--- config.mk ---
export PLATFORM = sky130hd
export DESIGN_NAME = mux_reg_xbar
export DESIGN_NICKNAME = d
export VERILOG_FILES = /design/src/rtl/mux_pkg.sv /design/src/rtl/mux_skid_buf.sv /design/src/rtl/mux_reg_xbar.sv
export SDC_FILE = /design/constraint.sdc
export NUM_CORES = 1
export LEC_CHECK = 0
export BUFFER_PORTS_ARGS = -buffer_cell sky130_fd_sc_hd__buf_2
export CELL_PAD_IN_SITES_DETAIL_PLACEMENT = 1
export CELL_PAD_IN_SITES_GLOBAL_PLACEMENT = 1
export CORE_MARGIN = 1.5
export CORE_UTILIZATION = 34
export CTS_BUF_LIST = sky130_fd_sc_hd__clkbuf_8
export DETAILED_ROUTE_END_ITERATION = 12
export PLACE_DENSITY_LB_ADDON = 0.1
export SLEW_MARGIN = 20
export SYNTH_ARGS = -nofsm -noshare
export SYNTH_HDL_FRONTEND = slang
export SYNTH_SLANG_ARGS = --single-unit
export TNS_END_PERCENT = 5
--- constraint.sdc ---
create_clock -name clk -period 2.8 [get_ports clk]
set_clock_uncertainty 0.15 [all_clocks]
set_input_delay 0.42 -clock clk [delete_from_list [all_inputs] [get_ports clk]]
set_output_delay 0.42 -clock clk [all_outputs]
set_load 0.05 [all_outputs]
--- src/rtl/mux_pkg.sv ---
// Shared definitions for the registered output crossbar mux (mux_reg_xbar).
// Holds default geometry, the error-counter width and the grant-decode helpers.
// Optional feature macro used by the top: MUX_ERR_CNT_EN (adds err_cnt output).
package mux_pkg;

  localparam int NPORT_DEF = 5;
  localparam int DATAW_DEF = 64;
  localparam int VCHW_DEF  = 2;
  localparam int ERR_CNT_W = 8;

  // Grant helpers work on a fixed-width grant vector so one function serves
  // every instance; callers zero-extend their sel and narrow the index back.
  localparam int MAX_NPORT = 32;
  localparam int MAX_IDXW  = $clog2(MAX_NPORT);

  // True when exactly one grant bit is set.
  function automatic logic is_onehot(input logic [MAX_NPORT-1:0] s);
    return (s != '0) && ((s & (s - MAX_NPORT'(1))) == '0);
  endfunction

  // Position of the set bit of a one-hot grant; 0 when the grant is empty.
  // Only meaningful when is_onehot() holds.
  function automatic logic [MAX_IDXW-1:0] onehot_to_idx(input logic [MAX_NPORT-1:0] s);
    logic [MAX_IDXW-1:0] idx;
    idx = '0;
    for (int i = 0; i < MAX_NPORT; i++) begin
      if (s[i]) idx = MAX_IDXW'(i);
    end
    return idx;
  endfunction

endpackage

--- src/rtl/mux_skid_buf.sv ---
// Two-entry valid/ready output buffer.
// Handshake: a word transfers on a port in every cycle where both valid and
// ready are high at the rising edge; in_ready depends only on the registered
// occupancy, so there is no combinational path from out_ready to in_ready.
// Outputs come straight from the head register.
module mux_skid_buf
  import mux_pkg::*;
#(
  parameter int W = DATAW_DEF + VCHW_DEF
) (
  input  logic         clk,
  input  logic         rst_n,
  input  logic [W-1:0] in_data,
  input  logic         in_valid,
  output logic         in_ready,
  output logic [W-1:0] out_data,
  output logic         out_valid,
  input  logic         out_ready
);

  logic [1:0]   count_q;
  logic [W-1:0] head_q;
  logic [W-1:0] tail_q;
  logic         push;
  logic         pop;

  // Occupancy decode and transfer qualifiers.
  always_comb begin
    in_ready  = (count_q != 2'd2);
    out_valid = (count_q != 2'd0);
    out_data  = head_q;
    push      = in_valid & in_ready;
    pop       = out_valid & out_ready;
  end

  // FIFO state: head is the visible entry, tail only holds data when full.
  // Empty entries keep their last contents; only reset clears them.
  always_ff @(posedge clk) begin
    if (!rst_n) begin
      count_q <= 2'd0;
      head_q  <= '0;
      tail_q  <= '0;
    end else begin
      case (count_q)
        2'd0: begin
          if (push) begin
            head_q  <= in_data;
            count_q <= 2'd1;
          end
        end
        2'd1: begin
          if (push && pop) begin
            head_q <= in_data;
          end else if (push) begin
            tail_q  <= in_data;
            count_q <= 2'd2;
          end else if (pop) begin
            count_q <= 2'd0;
          end
        end
        2'd2: begin
          if (pop) begin
            head_q  <= tail_q;
            count_q <= 2'd1;
          end
        end
        default: count_q <= 2'd0;
      endcase
    end
  end

endmodule

--- src/rtl/mux_reg_xbar.sv ---
// Registered output-port crossbar mux: picks one of NPORT flit streams with a
// one-hot grant and buffers it in a 2-entry output queue toward the link.
// Multi-hot grants are rejected and reported one cycle later on sel_err.
// Optional feature macro: MUX_ERR_CNT_EN adds an 8-bit saturating err_cnt.
// NPORT is limited to 2..32 by the grant helpers in mux_pkg.
module mux_reg_xbar
  import mux_pkg::*;
#(
  parameter int NPORT = NPORT_DEF,
  parameter int DATAW = DATAW_DEF,
  parameter int VCHW  = VCHW_DEF
) (
  input  logic                   clk,
  input  logic                   rst_n,
  input  logic [NPORT*DATAW-1:0] idata,
  input  logic [NPORT-1:0]       ivalid,
  input  logic [NPORT*VCHW-1:0]  ivch,
  input  logic [NPORT-1:0]       sel,
  output logic [NPORT-1:0]       iready,
  output logic [DATAW-1:0]       odata,
  output logic                   ovalid,
  output logic [VCHW-1:0]        ovch,
  input  logic                   oready,
`ifdef MUX_ERR_CNT_EN
  output logic [ERR_CNT_W-1:0]   err_cnt,
`endif
  output logic                   sel_err
);

  localparam int IDXW = (NPORT > 1) ? $clog2(NPORT) : 1;
  localparam int W    = DATAW + VCHW;

  logic [MAX_NPORT-1:0] sel_ext;
  logic                 sel_onehot;
  logic                 sel_multi;
  logic [IDXW-1:0]      sel_idx;
  logic [DATAW-1:0]     mux_data;
  logic [VCHW-1:0]      mux_vch;
  logic                 mux_valid;
  logic                 buf_in_valid;
  logic                 buf_in_ready;
  logic [W-1:0]         buf_out;

  // Grant decode and data/VC/valid selection from the granted port.
  always_comb begin
    sel_ext    = MAX_NPORT'(sel);
    sel_onehot = is_onehot(sel_ext);
    sel_multi  = (sel != '0) && !sel_onehot;
    sel_idx    = IDXW'(onehot_to_idx(sel_ext));
    mux_data   = '0;
    mux_vch    = '0;
    mux_valid  = 1'b0;
    for (int i = 0; i < NPORT; i++) begin
      if (sel_idx == IDXW'(i)) begin
        mux_data  = idata[i*DATAW +: DATAW];
        mux_vch   = ivch[i*VCHW +: VCHW];
        mux_valid = ivalid[i];
      end
    end
  end

  // Accept is offered only to the granted port, only on a legal grant and
  // only while the buffer has room. Held low during reset.
  always_comb begin
    buf_in_valid = rst_n & sel_onehot & mux_valid;
    iready       = (rst_n && sel_onehot && buf_in_ready) ? sel : '0;
  end

  mux_skid_buf #(
    .W (W)
  ) u_buf (
    .clk       (clk),
    .rst_n     (rst_n),
    .in_data   ({mux_vch, mux_data}),
    .in_valid  (buf_in_valid),
    .in_ready  (buf_in_ready),
    .out_data  (buf_out),
    .out_valid (ovalid),
    .out_ready (oready)
  );

  // VC id travels in the top bits of the same buffer entry as its data.
  always_comb begin
    odata = buf_out[DATAW-1:0];
    ovch  = buf_out[W-1:DATAW];
  end

  // One-cycle error pulse following any cycle with a multi-hot grant.
  always_ff @(posedge clk) begin
    if (!rst_n) begin
      sel_err <= 1'b0;
    end else begin
      sel_err <= sel_multi;
    end
  end

`ifdef MUX_ERR_CNT_EN
  // Saturating count of multi-hot grant cycles; cleared only by reset.
  always_ff @(posedge clk) begin
    if (!rst_n) begin
      err_cnt <= '0;
    end else if (sel_multi && (err_cnt != {ERR_CNT_W{1'b1}})) begin
      err_cnt <= err_cnt + ERR_CNT_W'(1);
    end
  end
`endif

endmodule
==> results.yml, run 1 <==
run_status:
  status: "finished clean"
floorplanning:
  die_w_um: 165
  core_um2: 25900
  io_pins: 416
  rows: 59
  fp.dieArea_um2: 27200
  die_h_um: 165
  initial_core_util_pct: 34.5
timing:
  holdWs_ps: 58.0
  tightest_slew_ps: 879
  max_freq_ghz: 0.383
  min_period_ps: 2610
  setup-tns-final_ps: 0
  period_share_pct: 93.2
  rsz0062_at_grt: "false"
  slew_headroom_pct: 41.3
  setup_violations: 0
  finalMaxSlewViolations: 0
  finalHoldViolCount: 0
cts:
  numCtsBuffers: 17
  cts.reportedPaths.clkPinSlew_ps: 70
  insertion_delay_ps: 450
  root_buffer: "clkbuf_8"
  clock-sinks: 135
  htree_levels: 4
  clk_path_buf_depth: 2
  cts_tree: "done"
  holdBufCountCts: 0
  cts_setup_buffers: 0
  cts_resized: 0
logic_synthesis:
  synth-edff-count: 0
  synth_commonest_cells: "189 x nand2_1, 135 x dfxtp_1, 118 x a21oi_1"
  yosysTopAreaCellShare_pct: 30.3
  ys_warn_count: 0
  synth_area_um2: 8930
  ys_seq_elements: 135
  ys_async_sr_fraction_pct: 0
  ys_seq_area_share_pct: 30.3
  yosysMostFrequentCell: "nand2_1"
  ys_types: 48
  synth_area_per_cell_um2: 7.72
  syn_inst: 1157
  synth_top_cell_by_area: "dfxtp_1"
  synthTopCellsByArea: "dfxtp_1 30%, nand2_1 7.9%, mux2i_1 7.1%"
  yosys_most_used_dff: "dfxtp_1"
  syn-num-nets: 1500
placement:
  place.gp.congestion: 0.781
  dp.final_hpwl_um: 26500
  dp_cells: 1800
  io_buffers: 415
  placed_area_um2: 11200
global_routing:
  grt-ovfl-total: 0
  grt.total_usage_pct: 27.6
  grt_pass1_wl_um: 58400
  grt_pass1_vias: 10500
  grt_max_degree: 103
  antenna_found_initial: 3
setup_path:
  r2r_start: "u_buf.count_q[1]"
  startpoint: "sel[0]"
  reg2regPathDepth: 4
  arrival_ps: 2040
  regToRegSetupSlack_ps: 690
  cp.required_ps: 2230
  worstSetupPathType: "input port to output port"
  end_kind: "output port"
  reg2reg_to: "u_buf.out_data[63]"
  critPathMaxFanout: 9
  worst_setup_path_start_kind: "input port"
hold_path:
  holdCritStartpoint: "oready"
  hold_path.class: "input port to flop"
  min_to: "u_buf.count_q[1]"
  hold_depth: 2
route:
  route.detailed.drc: 0
  vias: 10400
  ant_nets: 0
  dr.pass1.iters: 5
  post_drt_wl_per_cell_um: 20.9
  via_per_inst: 5.69
  drtIter0Drc: 499
  drt_wl_total_um: 38400
pwr:
  finalPower_w: 0.00479
  powerDensity_nw_per_um2: 415
  p_leak_nw: 4.86
  irDropWorstVdd_uv: 265
run:
  drv_cap: 0
layout:
  drive_gt1_share_pct: 35.9
  design_area_um2: 11600
  nNetsFinal: 1827
  final_cells: 1833
  area_delta_synth_final_pct: 29.4
## flip-flops by register name, indices dropped and copies added, names as in the netlist
register,cells
sel_err,1
u_buf.count_q,2
u_buf.out_data,66
u_buf.tail_q,66
## placed cells by master (no fill, tap or decap), types with 11 or more instances in the layout
cell      synthesis  final
nand2_1         189    189
a311oi_1         22     22
dfxtp_1         135    135
a22oi_1          20     20
buf_2            34    411
a311oi_2         40     40
buf_4             8     33
nand3_1          68     68
nor3_1           44     44
a21oi_1         118    117
mux2i_1          63     63
o21ai_1          11     11
o22a_1           42     42
a211oi_1         81     81
clkbuf_8          0     18
o221ai_1         19     19
o21ai_0          96     96
## final cells by class
class | instances | area [um^2]
fill | 3326 | 14400
multi-input combinational | 876 | 5610
sequential | 135 | 2700
timing repair buffer | 450 | 2420
tap | 335 | 419
clock buffer | 18 | 248
clock inverter | 13 | 134
inverter | 4 | 20.0
antenna | 2 | 5.00
## through the flow
| step | setup slack [ps] | util (%) |
|---|---|---|
| 6_report | 189 | 44.6 |
| 3_3_place_gp | 44.6 | 43.1 |
| 5_1_grt | 44.2 | 44.6 |
| 2_1_floorplan | 237 | - |
| 3_5_place_dp | -45.9 | 43.1 |
| 4_1_cts | 44.1 | 44.6 |
## power breakdown
part | total, W | internal, W | leakage, nW | switching [W]
Combinational | 0.00120 | 0.000463 | 3.59 | 0.000733
Clock | 0.00163 | 0.000802 | 0.178 | 0.000824
Sequential | 0.00197 | 0.00195 | 1.09 | 0.0000198
## how the worst max path moves through the flow
stage,to,slack [ps],cells past startpoint
after global placement,u_buf.tail_q[22],40,7
final,iready[1],190,6
after detailed placement,u_buf.tail_q[15],-50,7
after global routing,iready[1],40,6
after floorplan,iready[0],240,6
after CTS,iready[1],40,7
## worst max-delay path, stage by stage
cell and delay, ps:
buf_2 150, or2_2 300, a2111oi_0 400, nand3b_2 310, and3_1 200, buf_2 260
## metal layers
| metal | up-vias | track usage, % | share of wire, % |
|---|---|---|---|
| li1 | 5003 | - | - |
| met4 | 2 | 9.01 | 2.2 |
| met5 | - | 0 | 0.026 |
| met1 | 5085 | 35.5 | 44 |
| met3 | 49 | 5.27 | 5.4 |
| met2 | 289 | 46.4 | 48 |
## cell families (layout without fill, tap and decap cells)
kind of cell,after synthesis,after routing,share of synthesized area (%)
compound gates,460,460,37.1
xor+xnor,1,1,0.0981
buf+inv,146,485,7.47
flops,135,135,30.3
mux,65,65,7.31
other cells,0,2,0
simple gates,350,350,17.8
No activity file was read; power rests on OpenSTA's default activity.
==> inputs of run 2 (changes only) <==
- ABC_AREA: not set -> 1
- CORE_UTILIZATION: 34 -> 32
==> results.yml, run 2 <==
placement:
  place_ws_ps: 225
  place.gp.congestion: 0.804
  io_buffers: 415
  dp.final_hpwl_um: 28300
pwr:
  switching_share_pct: 34.6
  p_leak_nw: 6.32
  powerDensity_nw_per_um2: 464
  p_seq_share_pct: 36.6
  intPower_w: 0.00373
  p_sw_w: 0.00197
  power.share.clock_pct: 35.0
  p_comb_share_pct: 28.4
  irDropWorstVdd_uv: 222
setup_path:
  worstSetupPathType: "flop to output port"
  cp.required_ps: 2230
  slowest_delay_ps: 350
  startpoint: "u_buf.count_q[0]"
  end_kind: "output port"
  r2r_start: "u_buf.count_q[0]"
  worst_setup_path_start_kind: "flop"
  crit_chain: "inv_1 > nand2_4 > nand3_2 > or2_2 > nor2_1 > buf_2"
  arrival_ps: 2100
  slowest_stage: "dfxtp_1"
  critPathMaxFanout: 18
logic_synthesis:
  yosysTopAreaCellShare_pct: 29.0
  ys_seq_area_share_pct: 29.0
  ys_types: 24
  synth-edff-count: 0
  synth_area_um2: 9300
  synth_commonest_cells: "558 x nand2_1, 160 x inv_1, 155 x nor2_1"
  yosysMostFrequentCell: "nand2_1"
  yosys_most_used_dff: "dfxtp_1"
  ys_warn_count: 0
  syn-num-nets: 1939
  ys_async_sr_fraction_pct: 0
  ys_seq_elements: 135
  syn_inst: 1596
  synth_top_cell_by_area: "dfxtp_1"
  synth_area_per_cell_um2: 5.83
  synthTopCellsByArea: "dfxtp_1 29%, nand2_1 23%, nand3_1 8.0%"
timing:
  tightest_slew_ps: 1040
  holdWs_ps: 130
  rsz0062_at_grt: "false"
  setup_violations: 0
  finalMaxSlewViolations: 0
  finalHoldViolCount: 0
  layout_setup_ws_ps: 132
  max_freq_ghz: 0.375
  setup-tns-final_ps: 0
  slew_headroom_pct: 30.8
  min_period_ps: 2670
  period_share_pct: 95.3
cts:
  cts_tree: "done"
  numCtsBuffers: 17
  htree_levels: 4
  holdBufCountCts: 0
  clk_path_buf_depth: 2
  root_buffer: "clkbuf_8"
  cts.reportedPaths.clkPinSlew_ps: 90
  clock-sinks: 135
  insertion_delay_ps: 460
hold_path:
  holdCritStartpoint: "idata[266]"
  hold_path.class: "input port to flop"
floorplanning:
  initial_core_util_pct: 32.5
  die_w_um: 174
  die_h_um: 174
  rows: 62
  core_um2: 28600
  io_pins: 416
  fp.dieArea_um2: 30100
layout:
  drive_gt1_share_pct: 30.9
  final_cell_mix: "557 x nand2_1, 411 x buf_2, 159 x inv_1"
  multi_input_area_um2: 5470
  layout_commonest_cell: "nand2_1"
  nNetsFinal: 2299
  ff_latch_area_um2: 2700
  final_core_util_pct: 42.9
  area_delta_synth_final_pct: 32.0
  nFillCells: 4013
route:
  post_drt_wl_per_cell_um: 16.6
  via_per_inst: 4.82
  ant_nets: 0
  drt_wl_total_um: 39100
  vias: 11400
  route.detailed.drc: 0
  drtIter0Drc: 537
  dr.pass1.iters: 4
global_routing:
  grt_max_degree: 93
  grt-ovfl-total: 0
  antenna_found_initial: 7
  grt.total_usage_pct: 26.2
  grt_pass1_vias: 11700
  grt_pass1_wl_um: 62300
run_status:
  status: "finished clean"
run:
  drv_cap: 0
## run 2: repair_timing
item / 4_1_cts / 5_1_grt
gates resized for setup: 1 / 1
buffers inserted: 0 / 0
setup endpoints to repair: 1 / 1
## run 2: worst max-delay path, delay by kind of cell, from the launching register on
kind / cells / cell delay (ps)
flops: 1 / 350
buf+inv: 2 / 400
simple gates: 4 / 890
## run 2: power groups by stage
stage,clock network (W),registers [W],logic [W]
after detailed placement,0,0.00213,0.00162
after global routing,0.00213,0.00210,0.00179
after global placement,0,0.00213,0.00160
after CTS,0.00206,0.00209,0.00163
final,0.00200,0.00209,0.00162
after floorplan,0,0.00250,0.000676
## run 2: final cells by class
cell class	instances	area share, %
multi-input combinational	1185	44.5
antenna	6	0.122
timing repair buffer	453	20.5
tap	384	3.91
clock buffer	18	2.02
sequential	135	22.0
inverter	164	5.01
clock inverter	12	1.84
## run 2: metal layers
| layer | up-vias | share of wire [%] | wire, um | global-route usage [%] |
|---|---|---|---|---|
| met2 | 305 | 49 | 19100 | 46.4 |
| met3 | 52 | 7.5 | 2940 | 6.51 |
| met4 | 6 | 2.6 | 1000 | 8.51 |
| met1 | 5263 | 41 | 16000 | 30.7 |
| met5 | - | 0.087 | 34 | 0 |
| li1 | 5745 | - | - | - |
## run 2: cells by family after synthesis
family                 after synthesis  synth area share [%]
AOI/OAI and AO/OA                  185                  11.9
buffers and inverters              276                  12.5
DFF                                135                  29.0
and+or+nand+nor                   1000                  46.6
## run 2: worst paths after layout
| check | to | slack [ps] | depth (start not counted) |
|---|---|---|---|
| setup / recovery | iready[4] | 130 | 6 |
| setup reg to reg | u_buf.tail_q[42] | 620 | 11 |
| hold reg to reg | u_buf.tail_q[26] | 320 | 2 |
| hold / removal | u_buf.tail_q[10] | 130 | 4 |
## run 2: per-stage QoR
step / instance area (um^2) / power, W / cells
floorplan: 9300 / 0.00317 / 1596
global placement: 11800 / 0.00373 / 2321
global route: 12300 / 0.00602 / 2352
finish: 12300 / 0.00570 / 2357
detailed placement: 11800 / 0.00376 / 2321
CTS: 12300 / 0.00578 / 2351
==> inputs of run 3 (changes only) <==
- clock period: 2.8 -> 2.9 ns (I/O delays scaled with it)
==> results.yml, run 3 (synthesis gave the netlist of run 2 again) <==
placement:
  placed_area_um2: 11800
  place.gp.congestion: 0.825
  io_buffers: 415
  place_ws_ps: 332
  dp.final_hpwl_um: 28600
setup_path:
  slowest_delay_ps: 360
  slowest_stage: "dfxtp_1"
  end_kind: "output port"
  worst_setup_path_start_kind: "flop"
  cp.required_ps: 2320
  critical_path.n_buffers_inverters: 2
  startpoint: "u_buf.count_q[0]"
  regToRegSetupSlack_ps: 630
  worstSetupPathType: "flop to output port"
  reg2reg_to: "u_buf.out_data[34]"
  critPathMaxFanout: 20
  r2r_start: "u_buf.count_q[0]"
  crit_end: "iready[4]"
  arrival_ps: 2050
  reg2regPathDepth: 8
  path_depth: 6
  crit_chain: "inv_1 > nand2_4 > nand3_2 > or2_2 > nor2_1 > buf_2"
  cp_top_family: "simple AND/OR/NAND/NOR gates"
timing:
  slew_headroom_pct: 41.3
  max_freq_ghz: 0.379
  setup_violations: 0
  rsz0062_at_grt: "false"
  layout_setup_ws_ps: 261
  setup-tns-final_ps: 0
  period_share_pct: 91.0
  min_period_ps: 2640
  tightest_slew_ps: 881
  finalMaxSlewViolations: 0
  finalHoldViolCount: 0
layout:
  design_area_um2: 12300
  layout_commonest_cell: "nand2_1"
  nNetsFinal: 2297
  area_delta_synth_final_pct: 32.3
  final_cell_mix: "557 x nand2_1, 412 x buf_2, 159 x inv_1"
  drive_gt1_share_pct: 30.8
cts:
  numCtsBuffers: 17
  clk_path_buf_depth: 2
  root_buffer: "clkbuf_8"
  cts_setup_buffers: 0
  holdBufCountCts: 0
  cts_tree: "done"
  clock-sinks: 135
  cts_resized: 0
  htree_levels: 4
  insertion_delay_ps: 450
  cts.reportedPaths.clkPinSlew_ps: 90
floorplanning:
  initial_core_util_pct: 32.5
  rows: 62
  die_h_um: 174
  io_pins: 416
  fp.dieArea_um2: 30100
  die_w_um: 174
  core_um2: 28600
route:
  dr.pass1.iters: 4
  post_drt_wl_per_cell_um: 16.6
  drtIter0Drc: 550
  drt_wl_total_um: 39100
  route.detailed.drc: 0
  vias: 11500
  ant_nets: 0
  via_per_inst: 4.89
pwr:
  irDropWorstVdd_uv: 229
  p_leak_nw: 6.34
  power.share.clock_pct: 35.3
  p_comb_share_pct: 28.3
  switching_share_pct: 34.4
  p_sw_w: 0.00190
  intPower_w: 0.00364
  p_seq_share_pct: 36.4
  powerDensity_nw_per_um2: 450
global_routing:
  grt-ovfl-total: 0
  antenna_found_initial: 9
  grt_pass1_wl_um: 61600
  grt_pass1_vias: 11800
  grt.total_usage_pct: 25.7
  grt_max_degree: 78
run:
  drv_cap: 0
hold_path:
  hold_path.class: "input port to flop"
run_status:
  status: "finished clean"
==> run 3: worst register-to-register path, cell delays in order, from the launching register on <==
cell	delay, ps
dfxtp_1	360
inv_1	90
nand2_4	250
nand3_2	150
nor3_4	170
nand4_1	310
buf_12	300
a21oi_1	340
nor2_1	80
==> run 3: power by group through the flow <==
stage          clock [W]  combinational [W]  sequential [W]
2_1_floorplan          0           0.000652         0.00241
5_1_grt          0.00209            0.00173         0.00203
6_report         0.00196            0.00157         0.00202
4_1_cts          0.00200            0.00158         0.00202
3_3_place_gp           0            0.00155         0.00206
3_5_place_dp           0            0.00158         0.00206
==> run 3: layout make-up <==
type	instances	area, um^2
flip-flops and latches	135	2700
diodes	7	17.5
clock buffers	19	262
fillers	4010	16300
well taps	384	480
inverters	164	616
multi-input cells	1185	5470
clock inverters	11	221
repair buffers	451	2540
==> run 3: layer usage <==
layer	GRT usage (%)	part of all wire, %	vias up
met4	7.50	1.9	6
met1	30.2	41	5394
met5	0	0.095	-
li1	-	-	5746
met3	5.68	6.7	45
met2	46.3	50	331
==> run 3: worst min path at each step <==
stage,to,depth (start not counted),slack (ps),from
after floorplan,u_buf.tail_q[62],2,290,u_buf.tail_q[62]
after detailed placement,u_buf.tail_q[62],2,310,u_buf.tail_q[62]
after CTS,u_buf.tail_q[58],4,120,idata[314]
after global placement,u_buf.tail_q[62],2,300,u_buf.tail_q[62]
final,u_buf.tail_q[58],4,150,idata[314]
after global routing,u_buf.tail_q[9],4,140,idata[265]
==> run 3: per-stage QoR <==
step                      utilization [%]  hold slack, ps  instances  power (W)
after global placement               41.3             300       2319    0.00360
after CTS                            42.9             119       2349    0.00561
after floorplan                         -             289       1596    0.00306
after detailed placement             41.3             311       2319    0.00364
after global routing                 43.0             136       2353    0.00585
final                                43.0             151       2356    0.00554
